===== config.mk =====
export PLATFORM = sky130hd
export DESIGN_NAME = hazard_scoreboard_flat
export DESIGN_NICKNAME = d
export VERILOG_FILES = /design/src/rtl/hazard_scoreboard_if.sv /design/src/rtl/hazard_scoreboard.sv /design/src/flat_wrapper.sv
export SDC_FILE = /design/constraint.sdc
export NUM_CORES = 1
export LEC_CHECK = 0
export BUFFER_PORTS_ARGS = -buffer_cell sky130_fd_sc_hd__clkbuf_2
export CAP_MARGIN = 20
export CORE_AREA = 2 2 199 201
export CTS_CLUSTER_SIZE = 25
export DETAILED_ROUTE_END_ITERATION = 10
export DIE_AREA = 0 0 201 203
export GPL_TIMING_DRIVEN = 0
export HOLD_SLACK_MARGIN = 0.02
export PLACE_DENSITY = 0.53
export SLEW_MARGIN = 0
export SYNTH_ARGS = -nofsm -noshare
export SYNTH_HDL_FRONTEND = slang
export SYNTH_SLANG_ARGS = --single-unit
export TNS_END_PERCENT = 1

===== constraint.sdc =====
create_clock -name clk -period 5.2 [get_ports clk]
set_input_delay 0.52 -clock clk [delete_from_list [all_inputs] [get_ports clk]]
set_output_delay 0.52 -clock clk [all_outputs]
set_load 0.05 [all_outputs]

===== src/rtl/hazard_scoreboard_if.sv =====
// Decode-stage operand/hazard bundle between the pipeline and the hazard scoreboard.
// slave = scoreboard side, master = pipeline/driver side.
interface hazard_scoreboard_if #(
  parameter int NRD  = 2,
  parameter int XLEN = 64,
  parameter int AW   = 5
);
  logic [NRD*AW-1:0]   rs_addr;
  logic [NRD*XLEN-1:0] rs_rf;
  logic [AW-1:0]       dstE, dstM;
  logic                validE, validM, ismemE;
  logic [XLEN-1:0]     rdE, rdM;
  logic                issue_mc;
  logic [AW-1:0]       issue_dst;
  logic                mc_done;
  logic [XLEN-1:0]     mc_data;
  logic                flush;
  logic [NRD*XLEN-1:0] rs_fwd;
  logic                stall;
  logic                mc_busy;
  logic [31:0]         stall_cnt;

  modport slave (
    input  rs_addr, rs_rf, dstE, dstM, validE, validM, ismemE, rdE, rdM,
           issue_mc, issue_dst, mc_done, mc_data, flush,
    output rs_fwd, stall, mc_busy, stall_cnt
  );

  modport master (
    output rs_addr, rs_rf, dstE, dstM, validE, validM, ismemE, rdE, rdM,
           issue_mc, issue_dst, mc_done, mc_data, flush,
    input  rs_fwd, stall, mc_busy, stall_cnt
  );
endinterface


===== src/rtl/hazard_scoreboard.sv =====
// Operand forwarding and hazard detection for decode, tracking one outstanding
// multi-cycle (mul/div) op plus a saturating stall-cycle counter.
module hazard_scoreboard #(
  parameter int NRD  = 2,
  parameter int XLEN = 64,
  parameter int AW   = 5
) (
  input  logic clk,
  input  logic reset,
  hazard_scoreboard_if.slave hz
);

  logic          mc_busy_q, mc_busy_d;
  logic [AW-1:0] mc_dst_q, mc_dst_d;
  logic [31:0]   stall_cnt_q, stall_cnt_d;
  logic [NRD-1:0] port_stall;
  logic          struct_haz, stall, accept;

  genvar g;
  generate
    for (g = 0; g < NRD; g++) begin : g_port
      logic [AW-1:0]   addr;
      logic [XLEN-1:0] rf, fwd;
      logic            stl;

      assign addr = hz.rs_addr[g*AW +: AW];
      assign rf   = hz.rs_rf[g*XLEN +: XLEN];

      // First match wins; a stalling port still presents its RF value.
      always_comb begin
        fwd = rf;
        stl = 1'b0;
        if (addr == '0) begin
          fwd = '0;
        end else if (mc_busy_q && addr == mc_dst_q) begin
          if (hz.mc_done) fwd = hz.mc_data;
          else            stl = 1'b1;
        end else if (hz.validE && addr == hz.dstE) begin
          if (hz.ismemE) stl = 1'b1;
          else           fwd = hz.rdE;
        end else if (hz.validM && addr == hz.dstM) begin
          fwd = hz.rdM;
        end
      end

      assign hz.rs_fwd[g*XLEN +: XLEN] = fwd;
      assign port_stall[g]             = stl;
    end
  endgenerate

  // A new mc op cannot start while the previous one is still running,
  // unless it completes this very cycle (back-to-back issue).
  assign struct_haz = hz.issue_mc && mc_busy_q && !hz.mc_done;
  assign stall      = (|port_stall) || struct_haz;
  assign accept     = hz.issue_mc && !stall && !hz.flush;

  always_comb begin
    mc_busy_d   = mc_busy_q;
    mc_dst_d    = mc_dst_q;
    stall_cnt_d = stall_cnt_q;
    if (hz.flush) begin
      mc_busy_d = 1'b0;
    end else if (accept) begin
      mc_busy_d = 1'b1;
      mc_dst_d  = hz.issue_dst;
    end else if (hz.mc_done && mc_busy_q) begin
      mc_busy_d = 1'b0;
    end
    if (stall && !hz.flush && stall_cnt_q != 32'hFFFF_FFFF)
      stall_cnt_d = stall_cnt_q + 32'd1;
  end

  always_ff @(posedge clk or negedge reset) begin
    if (!reset) begin
      mc_busy_q   <= 1'b0;
      mc_dst_q    <= '0;
      stall_cnt_q <= '0;
    end else begin
      mc_busy_q   <= mc_busy_d;
      mc_dst_q    <= mc_dst_d;
      stall_cnt_q <= stall_cnt_d;
    end
  end

  assign hz.stall     = stall;
  assign hz.mc_busy   = mc_busy_q;
  assign hz.stall_cnt = stall_cnt_q;

endmodule


===== src/flat_wrapper.sv =====
// flat-port wrapper written by rule: the top's interface ports become plain ports
module hazard_scoreboard_flat 
#(
  parameter int NRD  = 2,
  parameter int XLEN = 64,
  parameter int AW   = 5
)
  (clk, reset, hz_rs_addr, hz_rs_rf, hz_dstE, hz_dstM, hz_validE, hz_validM, hz_ismemE, hz_rdE, hz_rdM, hz_issue_mc, hz_issue_dst, hz_mc_done, hz_mc_data, hz_flush, hz_rs_fwd, hz_stall, hz_mc_busy, hz_stall_cnt);
  hazard_scoreboard_if #(.NRD(NRD), .XLEN(XLEN), .AW(AW)) hz_i ();
  input  logic clk;
  input  logic reset;
  input wire logic [$bits(hz_i.rs_addr)-1:0] hz_rs_addr;
  input wire logic [$bits(hz_i.rs_rf)-1:0] hz_rs_rf;
  input wire logic [$bits(hz_i.dstE)-1:0] hz_dstE;
  input wire logic [$bits(hz_i.dstM)-1:0] hz_dstM;
  input wire logic [$bits(hz_i.validE)-1:0] hz_validE;
  input wire logic [$bits(hz_i.validM)-1:0] hz_validM;
  input wire logic [$bits(hz_i.ismemE)-1:0] hz_ismemE;
  input wire logic [$bits(hz_i.rdE)-1:0] hz_rdE;
  input wire logic [$bits(hz_i.rdM)-1:0] hz_rdM;
  input wire logic [$bits(hz_i.issue_mc)-1:0] hz_issue_mc;
  input wire logic [$bits(hz_i.issue_dst)-1:0] hz_issue_dst;
  input wire logic [$bits(hz_i.mc_done)-1:0] hz_mc_done;
  input wire logic [$bits(hz_i.mc_data)-1:0] hz_mc_data;
  input wire logic [$bits(hz_i.flush)-1:0] hz_flush;
  output wire logic [$bits(hz_i.rs_fwd)-1:0] hz_rs_fwd;
  output wire logic [$bits(hz_i.stall)-1:0] hz_stall;
  output wire logic [$bits(hz_i.mc_busy)-1:0] hz_mc_busy;
  output wire logic [$bits(hz_i.stall_cnt)-1:0] hz_stall_cnt;
  assign hz_i.rs_addr = hz_rs_addr;
  assign hz_i.rs_rf = hz_rs_rf;
  assign hz_i.dstE = hz_dstE;
  assign hz_i.dstM = hz_dstM;
  assign hz_i.validE = hz_validE;
  assign hz_i.validM = hz_validM;
  assign hz_i.ismemE = hz_ismemE;
  assign hz_i.rdE = hz_rdE;
  assign hz_i.rdM = hz_rdM;
  assign hz_i.issue_mc = hz_issue_mc;
  assign hz_i.issue_dst = hz_issue_dst;
  assign hz_i.mc_done = hz_mc_done;
  assign hz_i.mc_data = hz_mc_data;
  assign hz_i.flush = hz_flush;
  assign hz_rs_fwd = hz_i.rs_fwd;
  assign hz_stall = hz_i.stall;
  assign hz_mc_busy = hz_i.mc_busy;
  assign hz_stall_cnt = hz_i.stall_cnt;
  hazard_scoreboard #(.NRD(NRD), .XLEN(XLEN), .AW(AW)) u_core (.clk(clk), .reset(reset), .hz(hz_i));
endmodule

==> results of run 1 <==
-- power breakdown --
| part | internal (mW) | total (mW) | switching [mW] |
|---|---|---|---|
| combinational | 0.362 | 1.09 | 0.730 |
| sequential | 0.315 | 0.344 | 0.0289 |
| clock | 0.288 | 0.407 | 0.119 |
-- logic make-up after synthesis --
logic type,count (synthesis),share of synthesized area
fa+ha+maj,1,0.00169
compound gates,389,0.333
simple gates,235,0.201
mux,135,0.205
flops,38,0.128
xor+xnor,61,0.0720
buf+inv,106,0.0589
-- final timing paths --
kind	startpoint	end	slack, ps	depth (start not counted)
max in group asynchronous	reset	u_core.hz.stall_cnt[14]	4700	2
min reg2reg	u_core.hz.stall_cnt[9]	u_core.hz.stall_cnt[9]	500	1
min	reset	u_core.hz.stall_cnt[2]	70	1
max	u_core.mc_dst_q[0]	hz_rs_fwd[120]	1090	8
max reg2reg	u_core.mc_dst_q[0]	u_core.mc_dst_q[2]	2430	8
min in group clk	hz_issue_dst[3]	u_core.mc_dst_q[3]	480	2
-- worst reg2reg max path, cell delays in order, from the launching register on --
cell and delay, ps:
dfrtp_1 420, xor2_1 180, nor4_1 340, nand3_1 240
mux2i_1 210, a21oi_4 390, inv_4 150, nor3b_4 350
mux2_2 380
-- placed cells by master, fill, tap and decap left out, drive strengths merged, types with 14 or more instances in the layout --
master,instances
o21ai,128
dfrtp,38
nand2b,131
mux2,133
clkbuf,597
buf,27
a21oi,128
o221ai,127
nand2,14
xnor2,22
xor2,39
nand3,16
-- layout make-up --
class / count / area [um2] / area share
well taps: 518 / 648 / 0.0596
clock buffers: 6 / 139 / 0.0128
multi-input cells: 821 / 6030 / 0.554
clock inverters: 2 / 60.1 / 0.00552
plain buffers: 103 / 423 / 0.0389
diodes: 6 / 15.0 / 0.00138
inverters: 3 / 13.8 / 0.00126
repair buffers: 515 / 2600 / 0.239
flip-flops and latches: 38 / 951 / 0.0874
-- stage by stage --
stage / power [mW] / instance area (um2) / cells / hold WS (ps) / worst slack [ps]
global route: 1.92 / 10900 / 2012 / 71.6 / 771
finish: 1.84 / 10900 / 2012 / 74.2 / 1090
global placement: 1.42 / 10600 / 1996 / 479 / 967
detailed placement: 1.43 / 10600 / 1997 / 492 / 981
CTS: 1.84 / 10800 / 2005 / 435 / 956
floorplan: 1.04 / 7420 / 965 / 224 / 1830
-- state kept, by name, summed over array words and instances (netlist names) --
register	count
u_core.mc_dst_q	5
u_core.hz.mc_busy	1
u_core.hz.stall_cnt	32
-- layer usage --
| layer | part of all wire | up-vias | track usage |
|---|---|---|---|
| met4 | 0.026 | 0 | 0.0672 |
| met3 | 0.064 | 58 | 0.0276 |
| met2 | 0.48 | 573 | 0.378 |
| met5 | 0 | - | 0 |
| met1 | 0.43 | 5088 | 0.284 |
| li1 | - | 4776 | - |
==> reports/summary.log, run 1 <==
INFO  synthesis      mean_area_per_synthesized_cell=7.68um2
INFO  worst_setup_path slowest_stage=clkbuf_1
INFO  worst_setup_path timing.critical_path.required=4680ps
INFO  routing        remaining_drc_errors=0
INFO  die            dieArea=40,800um2
INFO  die            y_dimension_of_the_die=203um
INFO  clock_network  worst_setup_hold_path_clk_slew=60ps
INFO  synthesis      synth_area_leaders=mux2_2 (20%), o221ai_1 (15%), dfrtp_1 (13%), nand2b_1 (11%), o21ai_0 (8.6%)
INFO  clock_network  numCtsBuffers=5
INFO  global_routing number_of_antenna_violations_at_the_first_check_in_global_routing=7
INFO  synthesis      synth_edf_count=0
INFO  worst_setup_path critical_path.cell_chain=xor2_1, nor4_1, nand3_1, clkbuf_1, clkbuf_1, clkbuf_1, a21oi_1, clkbuf_2
INFO  routing        route.final.wire_length=47,800um
INFO  routing        dr_total_vias=10,500
INFO  placed_design  hpwl=38,600um
INFO  worst_setup_path critical_path.startpoint_type=flop
INFO  synthesis      synth_top_flop_cell=dfrtp_1
INFO  worst_setup_path crit_family=buffers and inverters
INFO  global_routing grt_overflow_total=0
INFO  synthesis      postSynthRegisterBits=38
INFO  synthesis      postSynthNetCount=1,319
INFO  die            floorplan.rows=72
INFO  die            initial_core_util=0.193
INFO  pwr            power.density=169nW/um2
INFO  timing         worst_clock_skew=4.66ps
INFO  synthesis      synth_sequential_area_ratio=0.128
INFO  synthesis      post_synth_num_cell_types=45
INFO  timing         worst-slew-pin-transition=1010ps
INFO  timing         rsz0062_at_grt=no
INFO  timing         timing.final.crit_period=4110ps
INFO  worst_setup_path worstSetupPathType=flop to output port
INFO  synthesis      synth.largest_area_cell=mux2_2
INFO  clock_network  clock_tree_from_tritoncts=yes
INFO  clock_network  clk_path_buf_depth=2
INFO  placed_design  port_buffers=513
INFO  die            core_area=38,500um2
INFO  clock_network  cts_setup_buffers=0
INFO  worst_hold_path min_path_type=input port to async pin
INFO  finish         flow.area_growth_from_synthesis=46.7%
INFO  worst_setup_path worst-endpoint-arrival=3590ps
INFO  flow_run       maxCapViolations=0
INFO  finish         layout.core_utilization=0.283
INFO  timing         period_share=0.790
INFO  synthesis      synth.yosys.warnings=0
INFO  clock_network  clockRootBuffer=clkbuf_16
INFO  clock_network  worstSkewPairLatency=280ps
INFO  synthesis      synthesis.instances=965
INFO  global_routing first_pass_grt_wire_length=69,300um
INFO  run_status     outcome=complete, no violations
INFO  finish         final_layout_size_suffix_gt1_frac=0.464
INFO  timing         fin_max_slew_vios=0
INFO  routing        drt-pass1-iter-count=5
INFO  clock_network  ctsResizeCount=0
INFO  pwr            p_leak=4.83nW
INFO  timing         max_slew_headroom=0.316
INFO  synthesis      synthMostInstantiatedCell=mux2_2
INFO  timing         fmax=0.243GHz
INFO  synthesis      asyncSetResetFlopFracSynth=1.00
INFO  worst_setup_path path_max_fanout=10
INFO  timing         setup_viol=0
INFO  finish         fillerInstances=4,279
INFO  timing         hold_fails_final_rpt=0
INFO  die            top_level_ports=515
INFO  die            fp.dieW=201um
INFO  synthesis      synth_top_cell_area_share=0.202
INFO  global_routing first_global_vias=10,500
INFO  global_routing grt_max_degree=39
INFO  clock_network  cts_hold_repair.buffers=0
INFO  finish         design.final.nets=1,841
INFO  pwr            vdd_ir_drop_max=0.238mV
INFO  placed_design  gpl.final_weighted_congestion=0.934
INFO  routing        drt_iter0_drc=700
INFO  synthesis      syn-cell-area=7420um2
INFO  synthesis      ys_top_cells_by_count=mux2_2 (133), nand2b_1 (131), o21ai_0 (128)
INFO  clock_network  cts_num_sinks=38
INFO  worst_setup_path critPathCaptureType=output port
INFO  worst_setup_path cpMostUsedCell=clkbuf_1
INFO  worst_setup_path crit_path_max_incr_delay=740ps
INFO  global_routing globalRouteTotalUtil=0.219
INFO  routing        final_antenna_net_count=0
INFO  routing        avgViaCountPerCell=5.22
INFO  worst_setup_path path_buf_inv=4
INFO  clock_network  ctsHtreeMaxLevel=2
INFO  routing        post_drt_wl_per_cell=23.8um
INFO  timing         final.setup.tns=0ps
Note: power is estimated with default switching activity, not from simulation.
==> inputs of run 2 (changes only) <==
--- a/config.mk
+++ b/config.mk
@@ -5,6 +5,7 @@
 export SDC_FILE = /design/constraint.sdc
 export NUM_CORES = 1
 export LEC_CHECK = 0
+export ABC_AREA = 1
 export BUFFER_PORTS_ARGS = -buffer_cell sky130_fd_sc_hd__clkbuf_2
 export CAP_MARGIN = 20
 export CORE_AREA = 2 2 199 201
@@ -13,7 +14,7 @@
 export DIE_AREA = 0 0 201 203
 export GPL_TIMING_DRIVEN = 0
 export HOLD_SLACK_MARGIN = 0.02
-export PLACE_DENSITY = 0.53
+export PLACE_DENSITY = 0.64
 export SLEW_MARGIN = 0
 export SYNTH_ARGS = -nofsm -noshare
 export SYNTH_HDL_FRONTEND = slang
==> constraint.sdc (replaced) <==
create_clock -name clk -period 3.66 [get_ports clk]
set_input_delay 0.366 -clock clk [delete_from_list [all_inputs] [get_ports clk]]
set_output_delay 0.366 -clock clk [all_outputs]
set_load 0.05 [all_outputs]
==> run 2 against run 1 <==
Against the previous run:
- combinational power is 91% higher
- count of clock-buffer cells in the layout shrank 1
- power grew 65%
- global-route usage rose by 9.0 points
- die area is the same
- cell area is 27% higher
- clock skew is 1.8 ps lower
- register-to-register slack worse by 910 ps
- core utilization rose by 7.8 points
- critical path depth unchanged
- clock power rose by 18%
- routed wire length increased by 39%
- critical path type is now input port to output port
- largest power group unchanged
==> reports/summary.log, run 2 <==
INFO  timing         rsz0062_at_grt=yes [was no]
INFO  routing        drt-pass1-iter-count=6 [was 5]
INFO  routing        avgViaCountPerCell=5.39 [was 5.22]
INFO  synthesis      synth.yosys.warnings=0 [unchanged]
INFO  clock_network  worstSkewPairLatency=280ps [about the same]
INFO  clock_network  numCtsBuffers=5 [unchanged]
INFO  worst_setup_path crit_path_max_incr_delay=920ps [was 740 ps]
INFO  timing         max_slew_headroom=0.214 [was 0.316]
INFO  worst_hold_path min_path_type=input port to async pin [unchanged]
INFO  global_routing number_of_antenna_violations_at_the_first_check_in_global_routing=16 [was 7]
INFO  finish         layout_commonest_cell=clkbuf_2 [unchanged]
INFO  worst_setup_path path_buf_inv=5 [was 4]
INFO  pwr            vdd_ir_drop_max=0.187mV [was 0.238 mV]
INFO  synthesis      synth_top_cell_area_share=0.174 [was 0.202]
INFO  timing         hold_fails_final_rpt=0 [unchanged]
INFO  synthesis      mean_area_per_synthesized_cell=4.87um2 [was 7.68 um2]
INFO  synthesis      postSynthRegisterBits=38 [unchanged]
INFO  clock_network  cts_num_sinks=38 [unchanged]
INFO  synthesis      post_synth_simple_gate_area=0.558 [was 0.201]
INFO  synthesis      ys_top_cells_by_count=nand2_1 (485), nor2_1 (358), nand3_1 (276) [was mux2_2 (133), nand2b_1 (131), o21ai_0 (128)]
INFO  pwr            combPwrFrac=0.684 [was 0.593]
INFO  synthesis      postSynthNetCount=2,502 [was 1,319]
INFO  pwr            total_power=3.04mW [was 1.84 mW]
INFO  die            y_dimension_of_the_die=203um [unchanged]
INFO  timing         fin_max_slew_vios=0 [unchanged]
INFO  finish         most-common-layout-cells=clkbuf_2 (512), nand2_1 (485), nor2_1 (358) [was clkbuf_2 (513), mux2_2 (133), nand2b_1 (131)]
INFO  global_routing grt_max_degree=39 [unchanged]
INFO  clock_network  clockRootBuffer=clkbuf_16 [unchanged]
INFO  die            fp.dieW=201um [unchanged]
INFO  clock_network  worst_setup_hold_path_clk_slew=60ps [about the same]
INFO  finish         postLayoutCellArea=13,900um2 [was 10,900 um2]
INFO  worst_setup_path slowest_stage=clkbuf_1 [unchanged]
INFO  synthesis      syn-cell-area=10,500um2 [was 7420 um2]
INFO  worst_setup_path timing.critical_path.required=3290ps [was 4680 ps]
INFO  synthesis      combinational_family_with_the_most_area_after_synthesis=simple AND/OR/NAND/NOR gates [was compound AO/OA/AOI/OAI gates]
INFO  pwr            internal_power=1.32mW [was 0.965 mW]
INFO  synthesis      yosys.area_share.adder=0.00120 [was 0.00169]
INFO  finish         seq_area=951um2 [unchanged]
INFO  finish         final_layout_size_suffix_gt1_frac=0.223 [was 0.464]
INFO  synthesis      synth_sequential_area_ratio=0.0908 [was 0.128]
INFO  synthesis      synth_area_leaders=nand2_1 (17%), nand3_1 (13%), nor2_1 (13%), a21oi_1 (12%), nand4_1 (11%) [was mux2_2 (20%), o221ai_1 (15%), dfrtp_1 (13%), nand2b_1 (11%), o21ai_0 (8.6%)]
INFO  die            floorplan.rows=72 [unchanged]
INFO  clock_network  cts_setup_buffers=0 [unchanged]
INFO  timing         worst-slew-pin-transition=1180ps [was 1010 ps]
INFO  routing        drt_iter0_drc=2,011 [was 700]
INFO  routing        dr_total_vias=17,200 [was 10,500]
INFO  worst_setup_path crit_family=buffers and inverters [unchanged]
INFO  worst_setup_path critical_path.cell_chain=clkbuf_2, inv_1, nand2_1, nor4_1, clkbuf_1, clkbuf_1, nor2_1, clkbuf_2 [was xor2_1, nor4_1, nand3_1, clkbuf_1, clkbuf_1, clkbuf_1, a21oi_1, clkbuf_2]
INFO  placed_design  gpl.final_weighted_congestion=1.05 [was 0.934]
INFO  global_routing grt_overflow_total=0 [unchanged]
INFO  pwr            power.density=219nW/um2 [was 169 nW/um2]
INFO  pwr            total_switching_power=1.73mW [was 0.877 mW]
INFO  global_routing globalRouteTotalUtil=0.309 [was 0.219]
INFO  global_routing first_global_vias=16,000 [was 10,500]
INFO  die            core_area=38,500um2 [unchanged]
INFO  timing         worst_clock_skew=2.85ps [was 4.66 ps]
INFO  synthesis      synth_compound_area_frac=0.167 [was 0.333]
INFO  worst_setup_path critical_path.startpoint_type=input port [was flop]
INFO  synthesis      post_synth_num_cell_types=34 [was 45]
INFO  timing         final.setup.tns=0ps [unchanged]
INFO  synthesis      asyncSetResetFlopFracSynth=1.00 [unchanged]
INFO  timing         timing.final.crit_period=3530ps
INFO  timing         timing.final.ws_setup=131ps [was 1090 ps]
INFO  finish         multi_input_comb_area=7870um2 [was 6030 um2]
INFO  finish         flow.area_growth_from_synthesis=32.5% [was 46.7%]
INFO  worst_setup_path worstSetupPathType=input port to output port [was flop to output port]
INFO  pwr            seqPwrFrac=0.158 [was 0.187]
INFO  pwr            clock_power_share=0.158 [was 0.221]
INFO  routing        remaining_drc_errors=0 [unchanged]
INFO  finish         layout.core_utilization=0.361 [was 0.283]
INFO  finish         design.final.nets=3,021 [was 1,841]
INFO  placed_design  hpwl=52,800um [was 38,600 um]
INFO  synthesis      synthesis.instances=2,148 [was 965]
INFO  worst_setup_path path_max_fanout=10 [unchanged]
INFO  placed_design  port_buffers=512 [was 513]
INFO  synthesis      synth_xor_area_frac=0.0251 [was 0.0720]
INFO  routing        post_drt_wl_per_cell=20.8um [was 23.8 um]
INFO  routing        final_antenna_net_count=0 [unchanged]
INFO  routing        route.final.wire_length=66,500um [was 47,800 um]
INFO  worst_setup_path worst-endpoint-arrival=3160ps [was 3590 ps]
INFO  finish         largest_register_ff_count=32 [unchanged]
INFO  synthesis      synth_edf_count=0 [unchanged]
INFO  synthesis      synthMuxAreaShare=0 [was 0.205]
INFO  flow_run       maxCapViolations=0 [unchanged]
INFO  finish         fillerInstances=4,598 [was 4,279]
INFO  clock_network  ctsHtreeMaxLevel=2 [unchanged]
INFO  synthesis      synthMostInstantiatedCell=nand2_1 [was mux2_2]
INFO  synthesis      synth_top_flop_cell=dfrtp_1 [unchanged]
INFO  die            dieArea=40,800um2 [unchanged]
INFO  worst_setup_path critPathCaptureType=output port [unchanged]
INFO  pwr            power.switching_fraction=0.568 [was 0.476]
INFO  clock_network  clock_tree_from_tritoncts=yes [unchanged]
INFO  clock_network  clk_path_buf_depth=2 [unchanged]
INFO  die            top_level_ports=515 [unchanged]
INFO  timing         fmax=0.283GHz
INFO  global_routing first_pass_grt_wire_length=97,800um [was 69,300 um]
INFO  placed_design  pre_cts_ws=175ps [was 981 ps]
INFO  placed_design  placed_area=13,700um2 [was 10,600 um2]
INFO  timing         setup_viol=0 [unchanged]
INFO  synthesis      synth.largest_area_cell=nand2_1 [was mux2_2]
INFO  run_status     outcome=complete, no violations [unchanged]
INFO  die            initial_core_util=0.272 [was 0.193]
INFO  timing         period_share=0.964
INFO  pwr            p_leak=8.08nW [was 4.83 nW]
## run 2: path summary, 6_finish.rpt
path / from / end / slack, ps / depth (start not counted)
max: hz_rs_addr[0] / hz_rs_fwd[2] / 130 / 8
min: reset / u_core.hz.stall_cnt[20] / 230 / 1
max reg2reg: u_core.mc_dst_q[3] / u_core.mc_dst_q[1] / 1520 / 12
min reg2reg: u_core.mc_dst_q[2] / u_core.mc_dst_q[2] / 530 / 2
max in group asynchronous: reset / u_core.hz.stall_cnt[0] / 2820 / 1
min in group clk: hz_flush / u_core.hz.mc_busy / 250 / 2
## run 2: worst register-to-register path: cells and delay by family (launching register included)
kind,cells,cell delay [ps]
buffers and inverters,2,490
flip-flops,1,420
AND/OR/NAND/NOR,10,1170
## run 2: repair_timing
action	4_1_cts	5_1_grt
setup endpoints to repair	0	3
resized for setup	0	1
hold buffers	0	0
## run 2: area by class of cell
| class | instances | area share |
|---|---|---|
| plain buffers | 180 | 0.0556 |
| clock buffers | 5 | 0.00902 |
| well taps | 518 | 0.0467 |
| diodes | 9 | 0.00162 |
| multi-input cells | 1694 | 0.567 |
| clock inverters | 3 | 0.00289 |
| flip-flops and latches | 38 | 0.0686 |
| repair buffers | 512 | 0.185 |
| inverters | 236 | 0.0639 |
## run 2: logic make-up (layout without fill, tap and decap cells)
group	count (synthesis)	count (layout)
flops	38	38
other cells	0	9
compound gates	342	342
fa+ha+maj	1	1
simple gates	1321	1321
buf+inv	416	936
xor+xnor	30	30
## run 2: power groups by stage
stage,Sequential [mW],Combinational (mW),Clock (mW)
final,0.479,2.08,0.482
after global routing,0.485,2.23,0.508
after CTS,0.480,2.05,0.495
after detailed placement,0.487,2.05,0
after global placement,0.486,2.05,0
after floorplan,0.539,1.29,0
## run 2: metrics by stage
step / std cells / hold slack (ps)
after global routing: 3195 / 269
after CTS: 3186 / 247
after detailed placement: 3178 / 522
after floorplan: 2148 / 70.4
after global placement: 3178 / 486
final: 3195 / 231
## run 2: routing by layer
metal	GRT usage	wire, um	up-vias
met2	0.511	30100	1110
met4	0.132	3230	10
met1	0.392	26300	7782
met5	0	62	-
met3	0.0584	6770	201
li1	-	-	8131
==> inputs of run 3 (changes only) <==
--- a/config.mk
+++ b/config.mk
@@ -6,12 +6,12 @@
 export NUM_CORES = 1
 export LEC_CHECK = 0
 export ABC_AREA = 1
-export BUFFER_PORTS_ARGS = -buffer_cell sky130_fd_sc_hd__clkbuf_2
+export BUFFER_PORTS_ARGS = -buffer_cell sky130_fd_sc_hd__buf_2
 export CAP_MARGIN = 20
-export CORE_AREA = 2 2 199 201
+export CORE_AREA = 2 2 198 200
 export CTS_CLUSTER_SIZE = 25
 export DETAILED_ROUTE_END_ITERATION = 10
-export DIE_AREA = 0 0 201 203
+export DIE_AREA = 0 0 200 202
 export GPL_TIMING_DRIVEN = 0
 export HOLD_SLACK_MARGIN = 0.02
 export PLACE_DENSITY = 0.64
==> run 3 against run 2 <==
Against the previous run:
- non-clock buffer count rose by 1
- first-iteration DRC count fell by 8.1%
- sequential power barely moved
- critical path type unchanged
- critical endpoint is now hz_rs_fwd[57]
- setup slack improved by 41 ps
- core utilization rose by 0.43 points
- power rose by 3.9%
- fmax rose by 1.2%
- sequential share of layout area barely moved
==> reports/summary.log, run 3 (synthesized netlist as in run 2, its figures left out) <==
INFO  global_routing first_global_vias=15,900 [was 16,000]
INFO  global_routing number_of_antenna_violations_at_the_first_check_in_global_routing=42 [was 16]
INFO  pwr            total_power=3.16mW [was 3.04 mW]
INFO  worst_setup_path worst_r2r_startpoint=u_core.mc_dst_q[3] [unchanged]
INFO  routing        route.final.wire_length=69,000um [was 66,500 um]
INFO  die            core_area=38,300um2 [was 38,500 um2]
INFO  run_status     outcome=complete, no violations [unchanged]
INFO  routing        final_antenna_net_count=0 [unchanged]
INFO  clock_network  cts_setup_buffers=0 [unchanged]
INFO  worst_setup_path critPathCaptureType=output port [unchanged]
INFO  worst_setup_path cpMostUsedCell=buf_2
INFO  routing        avgViaCountPerCell=5.47 [was 5.39]
INFO  finish         postLayoutCellArea=14,000um2 [was 13,900 um2]
INFO  pwr            clock_power_share=0.180 [was 0.158]
INFO  worst_setup_path r2r_setup_slack=1400ps [was 1520 ps]
INFO  flow_run       maxCapViolations=0 [unchanged]
INFO  placed_design  hpwl=53,500um [was 52,800 um]
INFO  placed_design  port_buffers=512 [unchanged]
INFO  clock_network  worst_setup_hold_path_clk_slew=60ps [about the same]
INFO  routing        dr_total_vias=17,600 [was 17,200]
INFO  finish         post_layout_nonfiller_instances=3,219 [was 3,195]
INFO  placed_design  placed_area=13,700um2 [about the same]
INFO  timing         fin_max_slew_vios=0 [unchanged]
INFO  worst_setup_path path_max_fanout=10 [unchanged]
INFO  worst_setup_path critical_path.cell_chain=buf_2, inv_1, buf_2, clkbuf_1, clkbuf_1, a21oi_1, o21ai_0, nor2_1, buf_2 [was clkbuf_2, inv_1, nand2_1, nor4_1, clkbuf_1, clkbuf_1, nor2_1, clkbuf_2]
INFO  finish         flow.area_growth_from_synthesis=33.4% [was 32.5%]
INFO  pwr            p_leak=8.02nW [was 8.08 nW]
INFO  global_routing grt_max_degree=39 [unchanged]
INFO  worst_setup_path worst_reg2reg_path_endpoint=u_core.mc_dst_q[2] [was u_core.mc_dst_q[1]]
INFO  worst_setup_path worst_r2r_path_depth=12 [unchanged]
INFO  clock_network  clk_path_buf_depth=2 [unchanged]
INFO  finish         largest_register_ff_count=32 [unchanged]
INFO  finish         most-common-layout-cells=buf_2 (562), nand2_1 (485), nor2_1 (358) [was clkbuf_2 (512), nand2_1 (485), nor2_1 (358)]
INFO  pwr            vdd_ir_drop_max=0.161mV [was 0.187 mV]
INFO  die            top_level_ports=515 [unchanged]
INFO  global_routing globalRouteTotalUtil=0.325 [was 0.309]
INFO  timing         hold_fails_final_rpt=0 [unchanged]
INFO  timing         max_slew_headroom=0.352 [was 0.214]
INFO  pwr            power.switching_fraction=0.559 [was 0.568]
INFO  clock_network  ctsResizeCount=0 [unchanged]
INFO  pwr            seqPwrFrac=0.152 [was 0.158]
INFO  finish         multi_input_comb_area=7870um2 [unchanged]
INFO  timing         rsz0062_at_grt=no [was yes]
INFO  die            fp.dieW=200um [was 201 um]
INFO  timing         final.setup.tns=0ps [unchanged]
INFO  timing         fmax=0.287GHz [was 0.283 GHz]
INFO  die            initial_core_util=0.273 [was 0.272]
INFO  global_routing grt_overflow_total=0 [unchanged]
INFO  clock_network  ctsHtreeMaxLevel=2 [unchanged]
INFO  worst_setup_path crit_path_max_incr_delay=740ps [was 920 ps]
INFO  timing         setup_viol=0 [unchanged]
INFO  worst_setup_path path_buf_inv=6 [was 5]
INFO  pwr            total_switching_power=1.77mW [was 1.73 mW]
INFO  die            floorplan.rows=72 [unchanged]
INFO  clock_network  worstSkewPairLatency=280ps [about the same]
INFO  timing         timing.final.crit_period=3490ps [was 3530 ps]
INFO  worst_setup_path worst-endpoint-arrival=3120ps [was 3160 ps]
INFO  timing         worst_clock_skew=7.01ps [was 2.85 ps]
INFO  pwr            internal_power=1.39mW [was 1.32 mW]
INFO  die            y_dimension_of_the_die=202um [was 203 um]
INFO  timing         period_share=0.953 [was 0.964]
INFO  worst_setup_path timing.critical_path.required=3290ps [about the same]
INFO  clock_network  clock_tree_from_tritoncts=yes [unchanged]
INFO  worst_hold_path min_path_type=input port to async pin [unchanged]
INFO  routing        remaining_drc_errors=0 [unchanged]
INFO  clock_network  numCtsBuffers=5 [unchanged]
INFO  routing        drt_iter0_drc=1,848 [was 2,011]
INFO  global_routing first_pass_grt_wire_length=99,100um [was 97,800 um]
INFO  worst_setup_path crit_family=buffers and inverters [unchanged]
INFO  finish         layout_commonest_cell=buf_2 [was clkbuf_2]
INFO  pwr            power.density=226nW/um2 [was 219 nW/um2]
INFO  pwr            combPwrFrac=0.668 [was 0.684]
INFO  worst_setup_path slowest_stage=clkbuf_1 [unchanged]
INFO  finish         final_layout_size_suffix_gt1_frac=0.224 [was 0.223]
INFO  placed_design  gpl.final_weighted_congestion=1.01 [was 1.05]
INFO  clock_network  cts_hold_repair.buffers=0 [unchanged]
INFO  die            dieArea=40,400um2 [was 40,800 um2]
INFO  clock_network  clockRootBuffer=clkbuf_16 [unchanged]
INFO  timing         worst-slew-pin-transition=972ps [was 1180 ps]
INFO  routing        drt-pass1-iter-count=6 [unchanged]
INFO  finish         fillerInstances=4,570 [was 4,598]
INFO  routing        post_drt_wl_per_cell=21.4um [was 20.8 um]
INFO  clock_network  cts_num_sinks=38 [unchanged]
INFO  worst_setup_path critical_path.startpoint_type=input port [unchanged]
INFO  finish         design.final.nets=3,022 [was 3,021]
INFO  worst_setup_path worstSetupPathType=input port to output port [unchanged]
INFO  timing         timing.hold.ws=195ps [was 231 ps]
INFO  placed_design  dp.cells=3,179 [was 3,178]
INFO  finish         seq_area=951um2 [unchanged]
-- run 3: final cells by class --
class,count,area share
multi-input combinational,1694,0.563
timing repair buffer,513,0.185
sequential,38,0.0681
inverter,236,0.0634
buffer,180,0.0550
tap,518,0.0464
clock buffer,5,0.00896
antenna,32,0.00573
clock inverter,3,0.00493
-- run 3: power by group through the flow --
stage                     combinational, mW  clock, mW  sequential [mW]
after floorplan                        1.29          0            0.539
after global placement                 2.06          0            0.486
after detailed placement               2.05          0            0.487
after CTS                              2.06      0.577            0.479
after global routing                   2.26      0.599            0.482
final                                  2.11      0.570            0.479
-- run 3: metrics by stage --
stage / utilization / setup slack (ps)
final: 0.365 / 172
after global placement: 0.357 / 271
after floorplan: - / 1010
after CTS: 0.363 / 274
after detailed placement: 0.358 / 281
after global routing: 0.364 / 7.42
-- run 3: worst max path at each step --
stage | startpoint | endpoint | slack, ps | depth (start not counted)
6_report | hz_mc_done | hz_rs_fwd[57] | 170 | 9
5_1_grt | u_core.mc_dst_q[0] | hz_rs_fwd[90] | 7 | 8
4_1_cts | hz_mc_done | hz_rs_fwd[57] | 270 | 9
3_5_place_dp | hz_mc_done | hz_rs_fwd[56] | 280 | 9
3_3_place_gp | hz_rs_addr[0] | hz_rs_fwd[55] | 270 | 8
2_1_floorplan | u_core.hz.mc_busy | hz_rs_fwd[53] | 1010 | 9
-- run 3: routing by layer --
metal / routed length (um) / vias to the layer above / global-route usage
met5: 176 / - / 0
met4: 3600 / 26 / 0.166
met3: 8870 / 242 / 0.107
met2: 30100 / 1198 / 0.496
met1: 26300 / 7985 / 0.405
li1: - / 8156 / -
